[src/rtl/mem_load_queue_pkg.sv]
// Shared CPU load definitions: load-type encoding and word/offset widths
// used by the load queue, its bus interface and the alignment unit.
package mem_load_queue_pkg;

  localparam int WORD_W = 32;
  localparam int REG_W  = 5;
  localparam int OFF_W  = 2;

  typedef enum logic [2:0] {
    LD_LB  = 3'd0,
    LD_LBU = 3'd1,
    LD_LH  = 3'd2,
    LD_LHU = 3'd3,
    LD_LW  = 3'd4,
    LD_LWL = 3'd5,
    LD_LWR = 3'd6
  } ld_type_e;

endpackage

[src/rtl/mem_load_queue_if.sv]
// Bus between EX, the memory response port, WB and the load queue.
// The slave modport is the queue side; master is the surrounding pipeline.
interface mem_load_queue_if #(parameter int PC_W = 32) ();
  import mem_load_queue_pkg::*;

  logic              in_valid;
  logic              in_ready;
  logic              in_mem;
  logic              in_gr_we;
  ld_type_e          in_ld_type;
  logic [OFF_W-1:0]  in_off;
  logic [WORD_W-1:0] in_rt;
  logic [WORD_W-1:0] in_alu;
  logic [REG_W-1:0]  in_dest;
  logic [PC_W-1:0]   in_pc;
  logic              data_ok;
  logic [WORD_W-1:0] rdata;
  logic              flush;
  logic              out_valid;
  logic              out_ready;
  logic [WORD_W-1:0] out_result;
  logic [REG_W-1:0]  out_dest;
  logic              out_gr_we;
  logic [PC_W-1:0]   out_pc;
  logic              fwd_valid;
  logic [REG_W-1:0]  fwd_dest;
  logic [WORD_W-1:0] fwd_data;

  modport slave (
    input  in_valid, in_mem, in_gr_we, in_ld_type, in_off, in_rt, in_alu,
           in_dest, in_pc, data_ok, rdata, flush, out_ready,
    output in_ready, out_valid, out_result, out_dest, out_gr_we, out_pc,
           fwd_valid, fwd_dest, fwd_data
  );

  modport master (
    output in_valid, in_mem, in_gr_we, in_ld_type, in_off, in_rt, in_alu,
           in_dest, in_pc, data_ok, rdata, flush, out_ready,
    input  in_ready, out_valid, out_result, out_dest, out_gr_we, out_pc,
           fwd_valid, fwd_dest, fwd_data
  );

endinterface

[src/rtl/mem_load_queue_align.sv]
// Combinational load alignment: selects/extends the addressed byte or half,
// and merges memory data with rt for the unaligned LWL/LWR pair.
module load_align import mem_load_queue_pkg::*; (
  input  logic [WORD_W-1:0] rdata,
  input  logic [WORD_W-1:0] rt,
  input  ld_type_e          ld_type,
  input  logic [OFF_W-1:0]  off,
  output logic [WORD_W-1:0] result
);

  logic [7:0]  byte_sel;
  logic [15:0] half_sel;

  always_comb begin
    byte_sel = rdata[{off, 3'b000} +: 8];
    half_sel = off[1] ? rdata[31:16] : rdata[15:0];
    result   = rdata;
    case (ld_type)
      LD_LB:  result = {{24{byte_sel[7]}}, byte_sel};
      LD_LBU: result = {24'h0, byte_sel};
      LD_LH:  result = {{16{half_sel[15]}}, half_sel};
      LD_LHU: result = {16'h0, half_sel};
      LD_LWL: begin
        case (off)
          2'd0:    result = {rdata[7:0],  rt[23:0]};
          2'd1:    result = {rdata[15:0], rt[15:0]};
          2'd2:    result = {rdata[23:0], rt[7:0]};
          default: result = rdata;
        endcase
      end
      LD_LWR: begin
        case (off)
          2'd0:    result = rdata;
          2'd1:    result = {rt[31:24], rdata[31:8]};
          2'd2:    result = {rt[31:16], rdata[31:16]};
          default: result = {rt[31:8],  rdata[31:24]};
        endcase
      end
      default: result = rdata;
    endcase
  end

endmodule

[src/rtl/mem_load_queue.sv]
// In-order load queue between EX and WB with in-order memory responses and
// flush-discard tracking. Define MEM_LOAD_FWD_EN to drive the head-forwarding port.
module mem_load_queue import mem_load_queue_pkg::*; #(
  parameter int DEPTH = 4,
  parameter int PC_W  = 32
) (
  input logic            clk,
  input logic            resetn,
  mem_load_queue_if.slave bus
);

  localparam int PTR_W = $clog2(DEPTH);
  localparam int CNT_W = PTR_W + 1;
  localparam int DIS_W = CNT_W + 1;

  typedef struct packed {
    logic              mem;
    logic              gr_we;
    ld_type_e          ld_type;
    logic [OFF_W-1:0]  off;
    logic [WORD_W-1:0] rt;
    logic [WORD_W-1:0] alu;
    logic [REG_W-1:0]  dest;
    logic [PC_W-1:0]   pc;
    logic [WORD_W-1:0] data;
  } entry_t;

  logic [PTR_W-1:0] head_q, head_d, tail_q, tail_d, resp_q, resp_d;
  logic [CNT_W-1:0] count_q, count_d;
  logic [DIS_W-1:0] discard_q, discard_d;
  logic [DEPTH-1:0] vld_q, vld_d, got_q, got_d;
  entry_t           ent_q [DEPTH];
  entry_t           ent_d [DEPTH];

  logic              found, deliver, drop, bypass, push, pop, out_valid;
  logic [PTR_W-1:0]  tgt, idx;
  logic [DIS_W-1:0]  pending;
  entry_t            head_ent;
  logic [WORD_W-1:0] align_word, aligned, result;

  load_align u_align (
    .rdata   (align_word),
    .rt      (head_ent.rt),
    .ld_type (head_ent.ld_type),
    .off     (head_ent.off),
    .result  (aligned)
  );

  // Oldest mem entry still waiting for data, walking forward from resp.
  always_comb begin
    found   = 1'b0;
    tgt     = resp_q;
    idx     = resp_q;
    pending = '0;
    for (int i = 0; i < DEPTH; i++) begin
      idx = resp_q + PTR_W'(i);
      if (!found && vld_q[idx] && ent_q[idx].mem && !got_q[idx]) begin
        found = 1'b1;
        tgt   = idx;
      end
      if (vld_q[i] && ent_q[i].mem && !got_q[i]) pending = pending + DIS_W'(1);
    end
  end

  always_comb begin
    head_ent   = ent_q[head_q];
    drop       = bus.data_ok && (discard_q != '0);
    deliver    = bus.data_ok && (discard_q == '0) && found;
    bypass     = deliver && (tgt == head_q);
    out_valid  = vld_q[head_q] && (!head_ent.mem || got_q[head_q] || bypass) && !bus.flush;
    align_word = got_q[head_q] ? head_ent.data : bus.rdata;
    result     = !out_valid ? '0 : (head_ent.mem ? aligned : head_ent.alu);

    bus.in_ready   = (count_q < CNT_W'(DEPTH)) && !bus.flush;
    bus.out_valid  = out_valid;
    bus.out_result = result;
    bus.out_dest   = out_valid ? head_ent.dest : '0;
    bus.out_gr_we  = out_valid && head_ent.gr_we;
    bus.out_pc     = out_valid ? head_ent.pc : '0;
`ifdef MEM_LOAD_FWD_EN
    bus.fwd_valid  = out_valid && head_ent.gr_we;
    bus.fwd_dest   = bus.fwd_valid ? head_ent.dest : '0;
    bus.fwd_data   = bus.fwd_valid ? result : '0;
`else
    bus.fwd_valid  = 1'b0;
    bus.fwd_dest   = '0;
    bus.fwd_data   = '0;
`endif
    push = bus.in_valid && bus.in_ready;
    pop  = out_valid && bus.out_ready;
  end

  always_comb begin
    vld_d     = vld_q;
    got_d     = got_q;
    ent_d     = ent_q;
    head_d    = head_q;
    tail_d    = tail_q;
    count_d   = count_q + CNT_W'(push) - CNT_W'(pop);
    discard_d = discard_q - DIS_W'(drop);
    resp_d    = deliver ? tgt + PTR_W'(1) : resp_q;
    if (deliver) begin
      got_d[tgt]      = 1'b1;
      ent_d[tgt].data = bus.rdata;
    end
    if (pop) begin
      vld_d[head_q] = 1'b0;
      got_d[head_q] = 1'b0;
      head_d        = head_q + PTR_W'(1);
      // resp must never be left pointing at a freed slot behind head.
      if (resp_d == head_q) resp_d = head_q + PTR_W'(1);
    end
    if (push) begin
      vld_d[tail_q]         = 1'b1;
      got_d[tail_q]         = 1'b0;
      ent_d[tail_q].mem     = bus.in_mem;
      ent_d[tail_q].gr_we   = bus.in_gr_we;
      ent_d[tail_q].ld_type = bus.in_ld_type;
      ent_d[tail_q].off     = bus.in_off;
      ent_d[tail_q].rt      = bus.in_rt;
      ent_d[tail_q].alu     = bus.in_alu;
      ent_d[tail_q].dest    = bus.in_dest;
      ent_d[tail_q].pc      = bus.in_pc;
      tail_d                = tail_q + PTR_W'(1);
    end
    if (bus.flush) begin
      vld_d     = '0;
      got_d     = '0;
      head_d    = '0;
      tail_d    = '0;
      resp_d    = '0;
      count_d   = '0;
      discard_d = discard_q - DIS_W'(drop) + pending - DIS_W'(deliver);
    end
  end

  always_ff @(posedge clk or negedge resetn) begin
    if (!resetn) begin
      head_q    <= '0;
      tail_q    <= '0;
      resp_q    <= '0;
      count_q   <= '0;
      discard_q <= '0;
      vld_q     <= '0;
      got_q     <= '0;
    end else begin
      head_q    <= head_d;
      tail_q    <= tail_d;
      resp_q    <= resp_d;
      count_q   <= count_d;
      discard_q <= discard_d;
      vld_q     <= vld_d;
      got_q     <= got_d;
    end
  end

  always_ff @(posedge clk) begin
    ent_q <= ent_d;
  end

endmodule

[src/flat_wrapper.sv]
// flat-port wrapper written by rule: the top's interface ports become plain ports
module mem_load_queue_flat import mem_load_queue_pkg::*;
#(
  parameter int DEPTH = 4,
  parameter int PC_W  = 32
)
  (clk, resetn, bus_in_valid, bus_in_mem, bus_in_gr_we, bus_in_ld_type, bus_in_off, bus_in_rt, bus_in_alu, bus_in_dest, bus_in_pc, bus_data_ok, bus_rdata, bus_flush, bus_out_ready, bus_in_ready, bus_out_valid, bus_out_result, bus_out_dest, bus_out_gr_we, bus_out_pc, bus_fwd_valid, bus_fwd_dest, bus_fwd_data);
  mem_load_queue_if #(.PC_W(PC_W)) bus_i ();
  input logic clk;
  input logic resetn;
  input wire logic [$bits(bus_i.in_valid)-1:0] bus_in_valid;
  input wire logic [$bits(bus_i.in_mem)-1:0] bus_in_mem;
  input wire logic [$bits(bus_i.in_gr_we)-1:0] bus_in_gr_we;
  input wire logic [$bits(bus_i.in_ld_type)-1:0] bus_in_ld_type;
  input wire logic [$bits(bus_i.in_off)-1:0] bus_in_off;
  input wire logic [$bits(bus_i.in_rt)-1:0] bus_in_rt;
  input wire logic [$bits(bus_i.in_alu)-1:0] bus_in_alu;
  input wire logic [$bits(bus_i.in_dest)-1:0] bus_in_dest;
  input wire logic [$bits(bus_i.in_pc)-1:0] bus_in_pc;
  input wire logic [$bits(bus_i.data_ok)-1:0] bus_data_ok;
  input wire logic [$bits(bus_i.rdata)-1:0] bus_rdata;
  input wire logic [$bits(bus_i.flush)-1:0] bus_flush;
  input wire logic [$bits(bus_i.out_ready)-1:0] bus_out_ready;
  output wire logic [$bits(bus_i.in_ready)-1:0] bus_in_ready;
  output wire logic [$bits(bus_i.out_valid)-1:0] bus_out_valid;
  output wire logic [$bits(bus_i.out_result)-1:0] bus_out_result;
  output wire logic [$bits(bus_i.out_dest)-1:0] bus_out_dest;
  output wire logic [$bits(bus_i.out_gr_we)-1:0] bus_out_gr_we;
  output wire logic [$bits(bus_i.out_pc)-1:0] bus_out_pc;
  output wire logic [$bits(bus_i.fwd_valid)-1:0] bus_fwd_valid;
  output wire logic [$bits(bus_i.fwd_dest)-1:0] bus_fwd_dest;
  output wire logic [$bits(bus_i.fwd_data)-1:0] bus_fwd_data;
  assign bus_i.in_valid = bus_in_valid;
  assign bus_i.in_mem = bus_in_mem;
  assign bus_i.in_gr_we = bus_in_gr_we;
  assign bus_i.in_ld_type = bus_in_ld_type;
  assign bus_i.in_off = bus_in_off;
  assign bus_i.in_rt = bus_in_rt;
  assign bus_i.in_alu = bus_in_alu;
  assign bus_i.in_dest = bus_in_dest;
  assign bus_i.in_pc = bus_in_pc;
  assign bus_i.data_ok = bus_data_ok;
  assign bus_i.rdata = bus_rdata;
  assign bus_i.flush = bus_flush;
  assign bus_i.out_ready = bus_out_ready;
  assign bus_in_ready = bus_i.in_ready;
  assign bus_out_valid = bus_i.out_valid;
  assign bus_out_result = bus_i.out_result;
  assign bus_out_dest = bus_i.out_dest;
  assign bus_out_gr_we = bus_i.out_gr_we;
  assign bus_out_pc = bus_i.out_pc;
  assign bus_fwd_valid = bus_i.fwd_valid;
  assign bus_fwd_dest = bus_i.fwd_dest;
  assign bus_fwd_data = bus_i.fwd_data;
  mem_load_queue #(.DEPTH(DEPTH), .PC_W(PC_W)) u_core (.clk(clk), .resetn(resetn), .bus(bus_i));
endmodule
[config.mk]
export PLATFORM = sky130hd
export DESIGN_NAME = mem_load_queue_flat
export DESIGN_NICKNAME = d
export VERILOG_FILES = /design/src/rtl/mem_load_queue_pkg.sv /design/src/rtl/mem_load_queue_if.sv /design/src/rtl/mem_load_queue_align.sv /design/src/rtl/mem_load_queue.sv /design/src/flat_wrapper.sv
export SDC_FILE = /design/constraint.sdc
export NUM_CORES = 1
export LEC_CHECK = 0
export ABC_AREA = 1
export CAP_MARGIN = 20
export CORE_ASPECT_RATIO = 1.25
export CORE_MARGIN = 2
export CORE_UTILIZATION = 35
export DETAILED_ROUTE_END_ITERATION = 12
export PLACE_DENSITY = 0.58
export SLEW_MARGIN = 20
export SYNTH_ARGS = -nofsm -noshare
export SYNTH_HDL_FRONTEND = slang
export SYNTH_SLANG_ARGS = --single-unit
[constraint.sdc]
create_clock -name clk -period 4.65 [get_ports clk]
set_input_delay 1.395 -clock clk [delete_from_list [all_inputs] [get_ports clk]]
set_output_delay 1.395 -clock clk [all_outputs]
set_load 0.01 [all_outputs]
==> After elaboration in Yosys (flattened, before gate mapping) <==
Index checks and enable logic that the tools add are counted.
{ "op_classes": {"n_reduce_logical": 55, "addsub": 14, "shift": 1, "n_div": 0, "mul": 0, "muxes": 107, "bitwise_logic": 14, "n_eq_ne": 9, "magnitude_cmp": 20} }
{ "op_table": {"columns": ["op", "n"], "rows": [
  ["$bwmux W560", 9],
  ["$demux W140 S2", 9],
  ["$mux W140", 11],
  ["$bmux W140 S2", 5],
  ["$mux W560", 2],
  ["$pmux W32 S3", 2],
  ["$pmux W32 S6", 1],
  ["$mux W32", 5],
  ["$mux W139", 1],
  ["$mux W138", 1],
  ["$mux W135", 1],
  ["$mux W133", 1],
  ["$mux W101", 1],
  ["$mux W69", 1],
  ["$mux W64", 1],
  ["$mux W4", 11],
  ["$logic_and A1 B1 Y1", 34],
  ["$shiftx A32 B6 Y8", 1],
  ["$mux W2", 11],
  ["$ge A3 B3 Y1 const B", 7],
  ["$lt A2 B3 Y1 const B", 7],
  ["$not A2 Y3", 7],
  ["$bmux W1 S2", 10],
  ["$mux W1", 18],
  ["other kinds (31)", 63]
]} }
{ "totals": {"mem_count": 0, "register_bits": 581, "ramBits": 0, "output_inout_bits": 110, "elab_cells": 263, "rom_bits": 0, "inputBits": 146, "latchBits": 0} }

==> Longest topological paths before layout <==
{ "logic_depth": {"ltp_word": 38, "mapped_depth": 26, "depth_no_buf": 25} }

==> By module <==
Synthesis repeated with hierarchy kept, for this count alone.
{ "unflattened": {"cells_unflattened": 3107, "hier_area_um2": 29134.2} }
{ "modules_own_cells": {"columns": ["module", "cells_each", "area_per_inst_um2", "seq_area_each_um2", "instances"], "rows": [
  ["mem_load_queue", 2502, 26532.9, 17341.6, 1],
  ["load_align", 605, 2601.2, 0.0, 1]
]} }

==> Worst setup path before layout <==
Ideal clock, no wire load.
{ "synth_path": {"path_type": "in2reg", "start": "in bus_flush", "end": "reg u_core.ent_q[100] in the netlist's numbering (enable)", "path_buffers": 3, "setup_time_ns": 0.461, "arrival_ns": 4.628, "t_required_ns": 4.189, "path_stages": 8, "setup_slack_ns": -0.439, "path_cell_list": "clkbuf_1 -> nor2_1 -> nand2_1 -> inv_1 -> nand2_1 -> clkbuf_1 -> clkbuf_1 -> inv_1"} }
{ "synth_between": {"elab_chain_cells": 4} }
{ "synth_lines": {"columns": ["element", "line", "rtl"], "rows": [
  ["start: declaration", "flat_wrapper.sv:22", "input wire logic [$bits(bus_i.flush)-1:0] bus_flush;"],
  ["$logic_not A1 Y1", "mem_load_queue.sv:74", "bus.in_ready = (count_q < CNT_W'(DEPTH)) && !bus.flush;"],
  ["$logic_and A1 B1 Y1", "mem_load_queue.sv:74", null],
  ["named net bus_in_ready", "flat_wrapper.sv:24", "output wire logic [$bits(bus_i.in_ready)-1:0] bus_in_ready;"],
  ["$logic_and A1 B1 Y1", "mem_load_queue.sv:89", "push = bus.in_valid && bus.in_ready;"],
  ["$mux W560", "mem_load_queue.sv:113", "if (push) begin"],
  ["end signal: assignment", "mem_load_queue.sv:158", "ent_q <= ent_d;"],
  ["end: declaration", "mem_load_queue.sv:32", "entry_t ent_q [DEPTH];"]
]} }
The timed path passes the listed nets, and every way through them passes these cells.
A chain may end at the register's enable or synchronous reset.

==> Worst setup path after layout <==
{ "layout_path": {"start": "reg u_core.head_q[0]", "end": "out bus_out_result[6]"} }
{ "layout_between": {"elab_chain_cells": 10, "elab_cells_between_ends": 32, "cone_classes": "eq/ne: 8; shift: 1; mux: 14; bitwise: 1; reduce/logical: 8"} }
{ "layout_lines": {"columns": ["element", "line", "rtl"], "rows": [
  ["start: declaration", "mem_load_queue.sv:28", "logic [PTR_W-1:0] head_q, head_d, tail_q, tail_d, resp_q, resp_d;"],
  ["start signal: assignment", "mem_load_queue.sv:139", "head_q <= '0;"],
  ["start signal: assignment", "mem_load_queue.sv:147", "head_q <= head_d;"],
  ["branches (longest 9 deep; another with $bmux W140 S2)", null, null],
  ["$mux W32 (*)", "mem_load_queue.sv:72", "result = !out_valid ? '0 : (head_ent.mem ? aligned : head_ent.alu);"],
  ["end: declaration", "flat_wrapper.sv:26", "output wire logic [$bits(bus_i.out_result)-1:0] bus_out_result;"]
]} }
Mark *: on every way between the ends. The select of a mux whose other input is x is not followed.

==> results.txt <==
Area of the multi-input gates - 0.01021 mm²
Nets - 3,510
Final Cycle Share - 1.059
Vias post-DR - 23,030
Fillers - 7,597
Post-synthesis cell type count - 53
Endpoints failing hold - 0
Io pins - 256
Clk_lat worst skew - 660 ps
CTS tree - yes
Worst-path clk slew - 60 ps
Synth warnings - 0
Final slew viol count - 0
Core area - 0.08041 mm²
WL final - 93.86 mm
Status - complete, but fails checks
Post-placement cell area - 0.03352 mm²
Async SR Flop Fraction - 0.03614
Final std cells w/o fill - 4,446
Detailed Routing Iterations Pass 1 - 5
Post-synth EDFFs - 560
PortBufs - 217
Seq. cell area - 0.01735 mm²
Post-CTS Hold Buffers - 0
DIE HEIGHT - 322.9 µm
Power Total - 14.08 mW
Cts bufs inserted - 58
Layout cell share with drive strength beyond 1 - 0.2267
Antenna diode count - 0
Drt via density - 5.180
Final instance area - 0.03721 mm²
Clock tree buffer depth - 3
RSZ-0062 raised after global routing - yes
Leakage - 15.22 nW
Clock Sinks - 581
CP Launch Type - flip-flop
Crit path DAT - 3530 ps
Global Route Usage Sum - 0.2137
Min-delay worst type - flip-flop to flip-flop
Clock H-tree levels - 2
Data required time of the critical path - 3250 ps
Slew @ Worst Pin - 738.9 ps
Pre-CTS setup slack - -862.7 ps
# setup viols final - 26
FF+latch count, synth - 581
Post-synth top area cell - edfxtp_1
Maximum vdd ir drop - 0.3160 mV
Average size of a mapped cell - 9.866 µm²
P per Cell Area - 378.5 mW/mm²
Rows - 116
Share of the synthesized area in the top cell type - 0.5904
CP endpoint kind - output pin
Initial DRC count - 1,706
Die ar. - 0.08369 mm²
Max Fanout on Critical Path - 5
Final global-route overflow total - 0
Failing checks - setup timing
Max Clock Freq - 203.1 MHz
Netlist Area Pre-Place - 0.02848 mm²
Dominant register cell in the synthesized netlist - edfxtp_1
Crit Path Class - flip-flop to output pin
Vias in the first global route - 22,170
DRC - 0
Placed cell count - 4,249
Largest net degree at the start of global routing - 111
Rel. slew slack - 0.5074
Routed len/inst - 21.11 µm
Die Span X - 259.2 µm
Layout area overhead - 30.63%
Post-route ant nets - 0
First-pass GRT wire length - 136.0 mm
Initial antenna violation count - 7
Final WS setup - -273.9 ps
GP Congestion - 0.9576
Area contributors post-synth - edfxtp_1, nor2_1, nand2_1
Cells after Synth - 2,887
Max Cap Viol - 0
Clock Skews - 40.51 ps
Dpl hpwl - 57.70 mm
Seq/Total Area, Yosys - 0.6088
Final min period - 4924 ps
Starting Density - 0.3542
Clk root buf - clkbuf_16
## report_power, final
group	switching [mW]	internal (mW)	leakage, nW	total [mW]
Combinational	2.04	1.39	8.56	3.43
Clock	2.07	2.52	0.882	4.59
Sequential	0.0698	5.99	5.79	6.06
## what timing repair did
item	4_1_cts	5_1_grt
cloned	3	14
setup endpoints to repair	71	71
pin swaps	24	57
buffers inserted	30	50
resized for setup	317	298
## per-layer routing
metal	vias up	wire length (µm)	track usage	share of wire
met2	771	45810	0.3578	0.49
met1	11280	38530	0.2740	0.41
met5	-	58	0	0.00062
met4	10	4524	0.09872	0.048
met3	212	4940	0.02993	0.053
li1	10760	-	-	-
## registers in the layout (all words and copies together), names as in the netlist
register          flops
u_core.tail_q         2
u_core.discard_q      4
u_core.head_q         2
u_core.count_q        3
u_core.ent_q        560
u_core.vld_q          4
u_core.resp_q         2
u_core.got_q          4
## final cells by class
class                      instances  area share
clock inverter                    36    0.008743
multi-input combinational       1899      0.2743
tap                             1062     0.03571
timing repair inverter             1   0.0002354
clock buffer                      70     0.04022
inverter                         219     0.02351
timing repair buffer             578      0.1510
sequential                       581      0.4663
## critical path, stage by stage (launching register included)
cell,delay (ps)
dfrtp_4,520
o211ai_1,280
nand2_4,110
buf_12,150
clkbuf_16,150
buf_4,140
o21ai_4,210
inv_2,80
o21ai_4,160
buf_4,130
buf_4,90
nand2_1,50
a31oi_1,210
a21oi_1,80
nor2_2,180
buf_4,140
clkdlybuf4s15_2,220
## per-stage QoR
| stage | TNS (ps) | hold slack, ps | utilization |
|---|---|---|---|
| 2_1_floorplan | 0 | 511.0 | - |
| 3_3_place_gp | -40360 | 552.7 | 0.4169 |
| 3_5_place_dp | -39190 | 558.3 | 0.4169 |
| 4_1_cts | -5354 | 576.6 | 0.4475 |
| 5_1_grt | -13130 | 597.4 | 0.4627 |
| 6_report | -2920 | 570.3 | 0.4627 |
## cell families after synthesis
group / Yosys count / share of synthesized area
simple gates: 1218 / 0.1699
compound gates: 605 / 0.1339
flops: 581 / 0.6088
buf+inv: 445 / 0.07182
fa+ha+maj: 26 / 0.01195
xor+xnor: 9 / 0.002767
mux: 2 / 0.0007029
other cells: 1 / 0.0001317
## cells in the final DEF (no fill, tap or decap), drive strengths merged, types with 17 or more instances in the layout
master	instances
o211ai	20
buf	406
a221oi	17
a22oi	24
ha	24
clkdlybuf4s50	127
o22ai	29
nand2	514
o21ai	170
clkinv	30
edfxtp	560
a211oi	39
dfrtp	21
dlygate4sd2	25
a21oi	234
nand3	61
conb	38
clkbuf	86
inv	215
a32o	26
nor2	619
## cells in the mapped netlist, drive strengths merged, types with 3 or more instances
master	n
clkinv	3
edfxtp	560
dfrtp	21
nand3	61
xnor2	4
o211ai	20
a32o	26
ha	24
o2111ai	9
a32oi	3
a31oi	14
o22ai	29
a22oi	24
a211oi	39
xor2	5
o21ai	170
buf	132
clkbuf	94
a21oi	234
or2	4
nand4	15
o221ai	15
nor2	619
a221oi	17
nand2	513
inv	216
nor3	4
## worst paths after layout
kind,startpoint,to,slack (ps),cells past startpoint
max,u_core.head_q[0],bus_out_result[6],-270,16
max reg2reg,u_core.vld_q[1],u_core.discard_q[3],1030,21
min reg2reg,u_core.tail_q[1],u_core.tail_q[1],570,1
min in group asynchronous,resetn,u_core.discard_q[3],730,1
max in group asynchronous,resetn,u_core.head_q[1],3510,1
min,u_core.tail_q[1],u_core.tail_q[1],570,1
No activity file was read; power rests on OpenSTA's default activity.
